[config.mk]
export PLATFORM = sky130hd
export DESIGN_NAME = conv_mac_scheduler_flat
export DESIGN_NICKNAME = d
export VERILOG_FILES = /design/src/rtl/conv_mac_scheduler_if.sv /design/src/rtl/conv_mac_scheduler.sv /design/src/flat_wrapper.sv
export SDC_FILE = /design/constraint.sdc
export NUM_CORES = 1
export LEC_CHECK = 0
export BUFFER_PORTS_ARGS = -buffer_cell sky130_fd_sc_hd__buf_2
export CAP_MARGIN = 20
export CORE_MARGIN = 2
export CORE_UTILIZATION = 60
export CTS_BUF_LIST = sky130_fd_sc_hd__clkbuf_8
export DETAILED_ROUTE_END_ITERATION = 6
export GPL_TIMING_DRIVEN = 0
export MAX_ROUTING_LAYER = met4
export PLACE_DENSITY = 0.87
export SYNTH_ARGS = -nofsm -noshare
export SYNTH_HDL_FRONTEND = slang
export SYNTH_SLANG_ARGS = --single-unit
[constraint.sdc]
create_clock -name clk -period 8 [get_ports clk]
set_input_delay 0 -clock clk [delete_from_list [all_inputs] [get_ports clk]]
set_output_delay 0 -clock clk [all_outputs]
set_load 0.05 [all_outputs]
[src/rtl/conv_mac_scheduler_if.sv]
// Request, kernel-config and result bus between window generators,
// the shared-MAC scheduler and the result collector.
interface conv_mac_scheduler_if #(
    parameter int NREQ = 2,
    parameter int PW   = 8,
    parameter int ACCW = 32
);
    logic [NREQ-1:0]      req_valid;
    logic [NREQ*9*PW-1:0] req_window;
    logic [NREQ-1:0]      req_ready;
    logic                 cfg_we;
    logic [3:0]           cfg_addr;
    logic [7:0]           cfg_data;
    logic                 cfg_ready;
    logic                 out_valid;
    logic                 out_ready;
    logic [ACCW-1:0]      out_data;
    logic [1:0]           out_id;
    logic                 busy;

    // Requester/config/consumer side
    modport master (
        output req_valid, req_window, cfg_we, cfg_addr, cfg_data, out_ready,
        input  req_ready, cfg_ready, out_valid, out_data, out_id, busy
    );

    // Scheduler side
    modport slave (
        input  req_valid, req_window, cfg_we, cfg_addr, cfg_data, out_ready,
        output req_ready, cfg_ready, out_valid, out_data, out_id, busy
    );
endinterface

[src/rtl/conv_mac_scheduler.sv]
// Round-robin scheduler feeding 3x3 windows through one shared MAC,
// one tap per cycle, with a writable 3x3 signed kernel.
module conv_mac_scheduler #(
    parameter int NREQ = 2,
    parameter int PW   = 8,
    parameter int ACCW = 32
) (
    input logic                  clk,
    input logic                  rst,
    conv_mac_scheduler_if.slave  bus
);
    typedef enum logic [1:0] {IDLE, RUN, DONE} state_t;

    localparam logic signed [7:0] KDEF [9] = '{8'sd1, 8'sd1, 8'sd1, 8'sd1, -8'sd8,
                                               8'sd1, 8'sd1, 8'sd1, 8'sd1};

    state_t                 state_q, state_d;
    logic [PW-1:0]          pix_q [9];
    logic [PW-1:0]          pix_d [9];
    logic signed [7:0]      kern_q [9];
    logic signed [7:0]      kern_d [9];
    logic signed [ACCW-1:0] acc_q, acc_d;
    logic [3:0]             tap_q, tap_d;
    logic [1:0]             rr_q, rr_d;
    logic [1:0]             id_q, id_d;
    logic [1:0]             winner;
    logic                   found;
    logic                   grant;
    logic signed [PW+8:0]   prod;
    int                     idx;

    // Round-robin search: first valid requester at or after rr_q, wrapping
    always_comb begin
        found  = 1'b0;
        winner = '0;
        idx    = 0;
        for (int k = 0; k < NREQ; k++) begin
            idx = int'(rr_q) + k;
            if (idx >= NREQ) idx = idx - NREQ;
            if (!found && bus.req_valid[idx]) begin
                found  = 1'b1;
                winner = 2'(idx);
            end
        end
    end

    assign grant = (state_q == IDLE) && found;

    // One-hot ready only toward the current winner, only while idle
    always_comb begin
        for (int i = 0; i < NREQ; i++)
            bus.req_ready[i] = grant && (winner == 2'(i));
    end

    // Zero-extended pixel times signed coefficient for the current tap
    always_comb prod = $signed({1'b0, pix_q[tap_q]}) * kern_q[tap_q];

    // Next-state: kernel writes, grant latch, tap sequencing, result hold
    always_comb begin
        state_d = state_q;
        acc_d   = acc_q;
        tap_d   = tap_q;
        rr_d    = rr_q;
        id_d    = id_q;
        pix_d   = pix_q;
        kern_d  = kern_q;
        if (state_q == IDLE && bus.cfg_we && bus.cfg_addr <= 4'd8)
            kern_d[bus.cfg_addr] = bus.cfg_data;
        case (state_q)
            IDLE: if (grant) begin
                for (int k = 0; k < 9; k++)
                    pix_d[k] = bus.req_window[int'(winner)*9*PW + k*PW +: PW];
                id_d    = winner;
                acc_d   = '0;
                tap_d   = '0;
                rr_d    = (int'(winner) == NREQ-1) ? 2'd0 : winner + 2'd1;
                state_d = RUN;
            end
            RUN: begin
                acc_d = acc_q + ACCW'(prod);
                tap_d = tap_q + 4'd1;
                if (tap_q == 4'd8) state_d = DONE;
            end
            DONE: if (bus.out_ready) state_d = IDLE;
            default: state_d = IDLE;
        endcase
    end

    // State and datapath registers; reset discards any in-flight window
    always_ff @(posedge clk or posedge rst) begin
        if (rst) begin
            state_q <= IDLE;
            acc_q   <= '0;
            tap_q   <= '0;
            rr_q    <= '0;
            id_q    <= '0;
            for (int k = 0; k < 9; k++) begin
                pix_q[k]  <= '0;
                kern_q[k] <= KDEF[k];
            end
        end else begin
            state_q <= state_d;
            acc_q   <= acc_d;
            tap_q   <= tap_d;
            rr_q    <= rr_d;
            id_q    <= id_d;
            pix_q   <= pix_d;
            kern_q  <= kern_d;
        end
    end

    assign bus.cfg_ready = (state_q == IDLE);
    assign bus.out_valid = (state_q == DONE);
    assign bus.out_data  = (state_q == DONE) ? acc_q : '0;
    assign bus.out_id    = id_q;
    assign bus.busy      = (state_q != IDLE);
endmodule
[src/flat_wrapper.sv]
// flat-port wrapper written by rule: the top's interface ports become plain ports
module conv_mac_scheduler_flat 
#(
    parameter int NREQ = 2,
    parameter int PW   = 8,
    parameter int ACCW = 32
)
  (clk, rst, bus_req_valid, bus_req_window, bus_cfg_we, bus_cfg_addr, bus_cfg_data, bus_out_ready, bus_req_ready, bus_cfg_ready, bus_out_valid, bus_out_data, bus_out_id, bus_busy);
  conv_mac_scheduler_if #(.NREQ(NREQ), .PW(PW), .ACCW(ACCW)) bus_i ();
  input logic clk;
  input logic rst;
  input wire logic [$bits(bus_i.req_valid)-1:0] bus_req_valid;
  input wire logic [$bits(bus_i.req_window)-1:0] bus_req_window;
  input wire logic [$bits(bus_i.cfg_we)-1:0] bus_cfg_we;
  input wire logic [$bits(bus_i.cfg_addr)-1:0] bus_cfg_addr;
  input wire logic [$bits(bus_i.cfg_data)-1:0] bus_cfg_data;
  input wire logic [$bits(bus_i.out_ready)-1:0] bus_out_ready;
  output wire logic [$bits(bus_i.req_ready)-1:0] bus_req_ready;
  output wire logic [$bits(bus_i.cfg_ready)-1:0] bus_cfg_ready;
  output wire logic [$bits(bus_i.out_valid)-1:0] bus_out_valid;
  output wire logic [$bits(bus_i.out_data)-1:0] bus_out_data;
  output wire logic [$bits(bus_i.out_id)-1:0] bus_out_id;
  output wire logic [$bits(bus_i.busy)-1:0] bus_busy;
  assign bus_i.req_valid = bus_req_valid;
  assign bus_i.req_window = bus_req_window;
  assign bus_i.cfg_we = bus_cfg_we;
  assign bus_i.cfg_addr = bus_cfg_addr;
  assign bus_i.cfg_data = bus_cfg_data;
  assign bus_i.out_ready = bus_out_ready;
  assign bus_req_ready = bus_i.req_ready;
  assign bus_cfg_ready = bus_i.cfg_ready;
  assign bus_out_valid = bus_i.out_valid;
  assign bus_out_data = bus_i.out_data;
  assign bus_out_id = bus_i.out_id;
  assign bus_busy = bus_i.busy;
  conv_mac_scheduler #(.NREQ(NREQ), .PW(PW), .ACCW(ACCW)) u_core (.clk(clk), .rst(rst), .bus(bus_i));
endmodule
==> reports/results.ini, run 1 <==
[cells_and_area]
fill_cells=1820
drive_gt1_frac=0.253
final_cells=2182
fin_area_um2=18300
areaGrowthSynthToFinish_pct=17.7
final_util=0.722
finalNetCount=2167

[routing]
dr.pass1.iters=6
routed_wl_mm=53.0
vias_per_cell=6.52
drc_errors=0
avgRoutedWirePerCell_um=24.3
drt_iter0_drc=1356
vias=14200
drt.antenna.violating_nets=0

[logic_synthesis]
syn_inst=1536
syn-num-nets=1866
avgSynthCellArea_um2=10.1
ys_seq_area_frac=0.300
yosys-top-cells-count=nand2_1 (192), dfrtp_1 (173), ha_1 (117)
synth_area_leaders=dfrtp_1 (28%), mux4_2 (12%), ha_1 (9.4%), mux2i_1 (6.8%), fa_1 (6.6%)
netlist_area_um2=15500
ys_warn_count=0
synth.largest_area_cell=dfrtp_1
yosysMostFrequentCell=nand2_1
synth_edf_count=0
synth.distinct_cells=65
ys_ff_latch=186
synthFlopType=dfrtp_1
synth_top_area_frac=0.279
synthArstFlopShare=1.00

[power]
totalPowerFinal_w=0.00807
pwr-share-seq=0.203
p_clk_frac=0.085
power_frac_comb=0.712
vdd_drop_max_mv=0.429
power_switching_w=0.00405
netSwitchingFraction=0.502
internal_power_w=0.00402
power_density_nw_per_um2=441
leakagePower_nw=8.87

[grt]
grt_use_total=0.409
antenna_found_initial=2
grt_max_degree=100
grt_pass1_vias=14600
grt_pass1_wl_mm=80.3
grt_overflow=0

[sta]
finalSetupViolCount=0
worst_pin_slew_ns=1.15
fin_crit_ns=7.70
hold_viol_final=0
finalClockSkew_ns=0.0227
slew_violations=0
max_freq_ghz=0.130
slew_headroom=0.224
period_share=0.962

[worst_setup_path]
critPathKind=flop to flop
r2r_end=u_core.acc_q[28]
crit_required_ns=8.35
r2r_slack_ns=0.30
start_kind=flop
arrival_ns=8.05
worstReg2RegStart=u_core.tap_q[0]
rr_worst_depth=22
end_kind=flop
worstPathMaxFanout=10

[place]
dp_hpwl_mm=42.1
portBuffers=199
dp.cells=2066
place_congestion=0.984
place_area_um2=17000

[worst_hold_path]
holdPathEnd=u_core.pix_q[26]
min_path_cells=4
min_from=bus_req_window[42]
holdCritPathClass=input pin to flop

[flow_run]
maxCapViolCount=0

[die]
die_w_um=165
coreArea_um2=25300
pin_count=201
dieArea_um2=27200
die_y_um=165
rows=58
initial_core_util=0.614

[clocking]
cts_max_level=4
root_buffer=clkbuf_8
clock_path_buffers=2
numCtsBuffers=17
cts.sinks=186
path_clk_slew_ns=0.11
tritoncts=built
clock_latency_ns=0.49

[run_status]
outcome=finished, final reports clean

cell usage in the layout (no fill, tap or decap), types with 16 or more instances in the layout:
master and count:
buf_2 221, nand2_1 192, dfrtp_1 173, ha_1 117
nor2_1 115, mux2i_1 105, o21ai_0 87, inv_1 82
mux4_2 80, dlygate4sd3_1 79, mux2_2 74, clkbuf_1 56
fa_1 51, a21oi_1 46, nand3_1 30, and2_1 26
a31oi_1 24, a311oi_1 17, o22ai_1 17, xnor2_1 17
clkbuf_8 17, a22o_1 16
worst max-delay path: stages, from the launching register on:
cell and delay, ns:
dfrtp_1 0.44, buf_2 0.25, buf_2 0.28, nor4b_4 0.61
buf_2 0.43, nand2_1 0.10, o21ai_1 0.43, nand2b_1 0.16
fa_1 0.49, fa_1 0.55, inv_1 0.06, fa_1 0.50
fa_1 0.58, fa_1 0.43, ha_1 0.38, o21ai_0 0.26
o21bai_2 0.11, a2111oi_1 0.52, o31ai_1 0.23, o21ai_1 0.36
o31ai_1 0.15, xnor2_1 0.15, o21ai_0 0.08
cells by family (layout without fill, tap and decap cells):
| group | Yosys count | after routing | share of synthesized area |
|---|---|---|---|
| buffers and inverters | 184 | 498 | 0.0489 |
| flip-flops | 186 | 186 | 0.300 |
| XOR/XNOR | 27 | 27 | 0.0152 |
| multiplexers | 259 | 259 | 0.237 |
| AND/OR/NAND/NOR | 422 | 422 | 0.119 |
| other | 0 | 2 | 0 |
| AO/OA/AOI/OAI | 290 | 290 | 0.119 |
| adder cells (fa/ha/maj) | 168 | 168 | 0.160 |
what timing repair did:
action,CTS,global route
resized for setup,1,13
pin swaps,0,0
gates cloned,0,0
hold endpoints to repair,207,0
hold buffers,79,0
setup buffers,0,3
setup endpoints to repair,1,12
power groups by stage:
| stage | clock [W] | sequential [W] | combinational (W) |
|---|---|---|---|
| CTS | 0.000677 | 0.00162 | 0.00561 |
| global route | 0.000716 | 0.00167 | 0.00638 |
| floorplan | 0 | 0.00154 | 0.00422 |
| finish | 0.000683 | 0.00164 | 0.00575 |
| detailed placement | 0 | 0.00164 | 0.00555 |
| global placement | 0 | 0.00160 | 0.00527 |
how the worst max path moves through the flow:
| stage | from | end | slack (ns) | cells after the start |
|---|---|---|---|---|
| after floorplan | u_core.tap_q[0] | u_core.acc_q[28] | 1.29 | 22 |
| after global placement | u_core.tap_q[0] | u_core.acc_q[28] | 0.02 | 23 |
| final | u_core.tap_q[0] | u_core.acc_q[28] | 0.30 | 22 |
| after global routing | u_core.tap_q[0] | u_core.acc_q[30] | -0.02 | 22 |
| after detailed placement | u_core.tap_q[0] | u_core.acc_q[28] | 0.004 | 23 |
| after CTS | u_core.tap_q[0] | u_core.acc_q[28] | 0.009 | 21 |
final cells by class:
type                    count  area, um^2  area share
clock inverters            15         199      0.0109
plain buffers              96         433      0.0237
repair buffers            282        1840       0.100
clock buffers              17         234      0.0128
well taps                 330         413      0.0226
flip-flops and latches    186        4670       0.255
multi-input cells        1166       10200       0.555
inverters                  88         342      0.0187
diodes                      2        5.00    0.000274
state kept, by name, summed over array words and instances, names as in the netlist:
register and cells:
u_core.tap_q 4, u_core.bus.out_id 2, u_core.rr_q 2, u_core.pix_q 72, u_core.kern_q 72, u_core.acc_q 32
u_core.state_q 2
per-stage QoR:
step	hold slack [ns]	setup slack [ns]	TNS [ns]
after floorplan	0.110	1.29	0
after global placement	0.240	0.0240	0
after detailed placement	0.140	0.00372	0
after CTS	0.0938	0.00859	0
after global routing	0.140	-0.0227	-0.0359
final	0.118	0.301	0
metal layers:
metal / GRT usage / vias to the layer above / part of all wire
met5: - / - / 0
met4: 0.218 / 0 / 0.057
met3: 0.0653 / 200 / 0.088
met2: 0.672 / 926 / 0.48
met1: 0.488 / 6948 / 0.37
li1: - / 6151 / -
No activity file was read; power rests on OpenSTA's default activity.
==> run 2, diff against run 1 <==
--- a/config.mk
+++ b/config.mk
@@ -13,7 +13,7 @@
 export DETAILED_ROUTE_END_ITERATION = 6
 export GPL_TIMING_DRIVEN = 0
 export MAX_ROUTING_LAYER = met4
-export PLACE_DENSITY = 0.87
+export PLACE_DENSITY = 0.82
 export SYNTH_ARGS = -nofsm -noshare
 export SYNTH_HDL_FRONTEND = slang
 export SYNTH_SLANG_ARGS = --single-unit
==> reports/results.ini, run 2 (synthesis results as in run 1) <==
[cells_and_area]
drive_gt1_frac=0.254  ; was 0.253
antenna_cells=0  ; was 2
layout_common_cells=buf_2 (220), nand2_1 (192), dfrtp_1 (173), ha_1 (117), nor2_1 (115)  ; was buf_2 (221), nand2_1 (192), dfrtp_1 (173), ha_1 (117), nor2_1 (115)
final_common_cell=buf_2  ; unchanged
areaGrowthSynthToFinish_pct=18.1  ; was 17.7%
top_regs=u_core.kern_q: 72 flops, u_core.pix_q: 72 flops, u_core.acc_q: 32 flops  ; unchanged
final_cells=2180  ; was 2,182
fin_area_um2=18400  ; was 18,300 um^2
regArea_um2=4670  ; unchanged
multi_input_area_um2=10200  ; about the same
finalNetCount=2167  ; unchanged
fill_cells=1877  ; was 1,820

[clocking]
root_buffer=clkbuf_8  ; unchanged
cts.sinks=186  ; unchanged
cts_max_level=4  ; unchanged
numCtsBuffers=17  ; unchanged
path_clk_slew_ns=0.13  ; was 0.11 ns
tritoncts=built  ; unchanged
clock_latency_ns=0.48  ; was 0.49 ns
clock_path_buffers=2  ; unchanged

[worst_setup_path]
cp_common_cell=fa_1  ; unchanged
slowest_stage=o21ai_1  ; was nor4b_4
end_kind=flop  ; unchanged
max_stage_delay_ns=0.73  ; was 0.61 ns
start_kind=flop  ; unchanged
worstPathMaxFanout=10  ; unchanged
crit_required_ns=8.33  ; was 8.35 ns
arrival_ns=8.07  ; was 8.05 ns
critPathKind=flop to flop  ; unchanged
cp_cell_sequence=buf_2 -> clkbuf_1 -> mux4_2 -> mux2i_1 -> o21ai_1 -> nand2b_1 -> fa_1 -> inv_1 -> fa_1 -> ha_1 -> inv_1 -> fa_1 -> inv_1 -> ha_1 -> ha_1 -> fa_1 -> a211oi_2 -> o21bai_2 -> a2111oi_1 -> o31ai_1 -> o21ai_1 -> o31ai_1 -> xnor2_1 -> o21ai_0  ; was buf_2 -> buf_2 -> nor4b_4 -> buf_2 -> nand2_1 -> o21ai_1 -> nand2b_1 -> fa_1 -> fa_1 -> inv_1 -> fa_1 -> fa_1 -> fa_1 -> ha_1 -> o21ai_0 -> o21bai_2 -> a2111oi_1 -> o31ai_1 -> o21ai_1 -> o31ai_1 -> xnor2_1 -> o21ai_0

[grt]
grt_use_total=0.413  ; was 0.409
grt_pass1_wl_mm=80.9  ; was 80.3 mm
grt_pass1_vias=14100  ; was 14,600
grt_max_degree=141  ; was 100
grt_overflow=0  ; unchanged
antenna_found_initial=0  ; was 2

[die]
coreArea_um2=25300  ; unchanged
die_y_um=165  ; unchanged
initial_core_util=0.614  ; unchanged
die_w_um=165  ; unchanged
pin_count=201  ; unchanged
rows=58  ; unchanged
dieArea_um2=27200  ; unchanged

[flow_run]
maxCapViolCount=0  ; unchanged

[routing]
drc_errors=1  ; was 0
routed_wl_mm=52.9  ; was 53.0 mm
avgRoutedWirePerCell_um=24.3  ; about the same
drt_iter0_drc=1492  ; was 1,356
vias=14100  ; was 14,200
drt.antenna.violating_nets=0  ; unchanged
vias_per_cell=6.46  ; was 6.52
dr.pass1.iters=7  ; was 6

[sta]
finalClockSkew_ns=0.0184  ; was 0.0227 ns
period_share=0.967  ; was 0.962
finalSetupViolCount=0  ; unchanged
worst_pin_slew_ns=1.14  ; was 1.15 ns
hold_viol_final=0  ; unchanged
finalWorstSetupSlack_ns=0.262  ; was 0.301 ns
rsz0062_at_grt=no
fin_crit_ns=7.74  ; was 7.70 ns
slew_violations=0  ; unchanged
slew_headroom=0.235  ; was 0.224
max_freq_ghz=0.129  ; was 0.130 GHz

[power]
leakagePower_nw=8.89  ; was 8.87 nW
vdd_drop_max_mv=0.501  ; was 0.429 mV
power_density_nw_per_um2=441  ; about the same

[place]
dp.cells=2066  ; unchanged
portBuffers=199  ; unchanged
place_congestion=1.04  ; was 0.984
dp_hpwl_mm=41.8  ; was 42.1 mm
place_area_um2=17000  ; unchanged
place_ws_ns=-0.130  ; was 0.00372 ns

[run_status]
outcome=finished, violations left  ; was finished, final reports clean
failed_checks=design-rule violations

[worst_hold_path]
holdCritPathClass=input pin to asynchronous set/reset pin  ; was input pin to flop

-- run 2: cell count changes in the layout (fill, tap and decap cells not counted) --
cell	change
a21oi_4	+3
inv_12	+3
a21oi_2	-2
diode_2	-2
a21oi_1	-1
buf_2	-1
clkbuf_4	+1
clkinv_2	-1
clkinv_4	-1
clkinv_8	+1
inv_6	-1
inv_8	-1
-- run 2: worst max-delay path: cells and delay by family (launching register included) --
| kind | cells | cell delay, ns |
|---|---|---|
| AOI/OAI and AO/OA | 8 | 2.50 |
| buffers and inverters | 5 | 1.05 |
| xor gates and xnor gates | 1 | 0.18 |
| adders and majority gates | 7 | 2.81 |
| DFF | 1 | 0.37 |
| muxes | 2 | 0.48 |
| and+or+nand+nor | 1 | 0.20 |
-- run 2: final cells by class --
cell class,instances,area share
Tap cell,330,0.0225
Multi-Input combinational cell,1166,0.555
Sequential cell,186,0.255
Timing Repair Buffer,282,0.100
Inverter,88,0.0186
Buffer,96,0.0237
Clock inverter,15,0.0125
Clock buffer,17,0.0127
-- run 2: timing repair --
action                                  4_1_cts  5_1_grt
hold buffers                                 79        0
resized for setup                             6       13
cloned                                        0        0
pin swaps                                     0        1
endpoints found under the setup margin        3       11
buffers inserted                              1        2
hold endpoints to repair                    165        0
-- run 2: layer usage --
| metal | vias to the layer above | GRT usage | wire length, um |
|---|---|---|---|
| met5 | - | - | 0 |
| met1 | 6908 | 0.519 | 20500 |
| met2 | 910 | 0.666 | 25200 |
| met4 | 0 | 0.187 | 2490 |
| li1 | 6130 | - | - |
| met3 | 143 | 0.0623 | 4660 |
-- run 2: worst paths after layout --
check	start	to	slack, ns	cells past startpoint
max	u_core.tap_q[1]	u_core.acc_q[28]	0.26	24
min	rst	u_core.kern_q[34]	0.06	3
max reg2reg	u_core.tap_q[1]	u_core.acc_q[28]	0.26	24
min reg2reg	u_core.pix_q[54]	u_core.pix_q[54]	0.49	2
max in group asynchronous	rst	u_core.acc_q[5]	6.94	4
min in group clk	bus_req_window[6]	u_core.pix_q[70]	0.09	3
-- run 2: where the power goes --
group          leakage, nW  total, W  internal [W]  switching, W
clock network        0.226  0.000708      0.000282      0.000426
registers             2.34   0.00163       0.00138      0.000258
logic                 6.32   0.00575       0.00237       0.00338
-- run 2: stage by stage --
stage	hold slack, ns	power [W]	setup TNS (ns)	utilization
finish	0.0584	0.00809	0	0.725
global route	0.0807	0.00882	0	0.725
CTS	0.0431	0.00798	0	0.721
detailed placement	0.0270	0.00718	-0.216	0.671
global placement	0.244	0.00692	-0.130	0.669
floorplan	0.110	0.00576	0	-
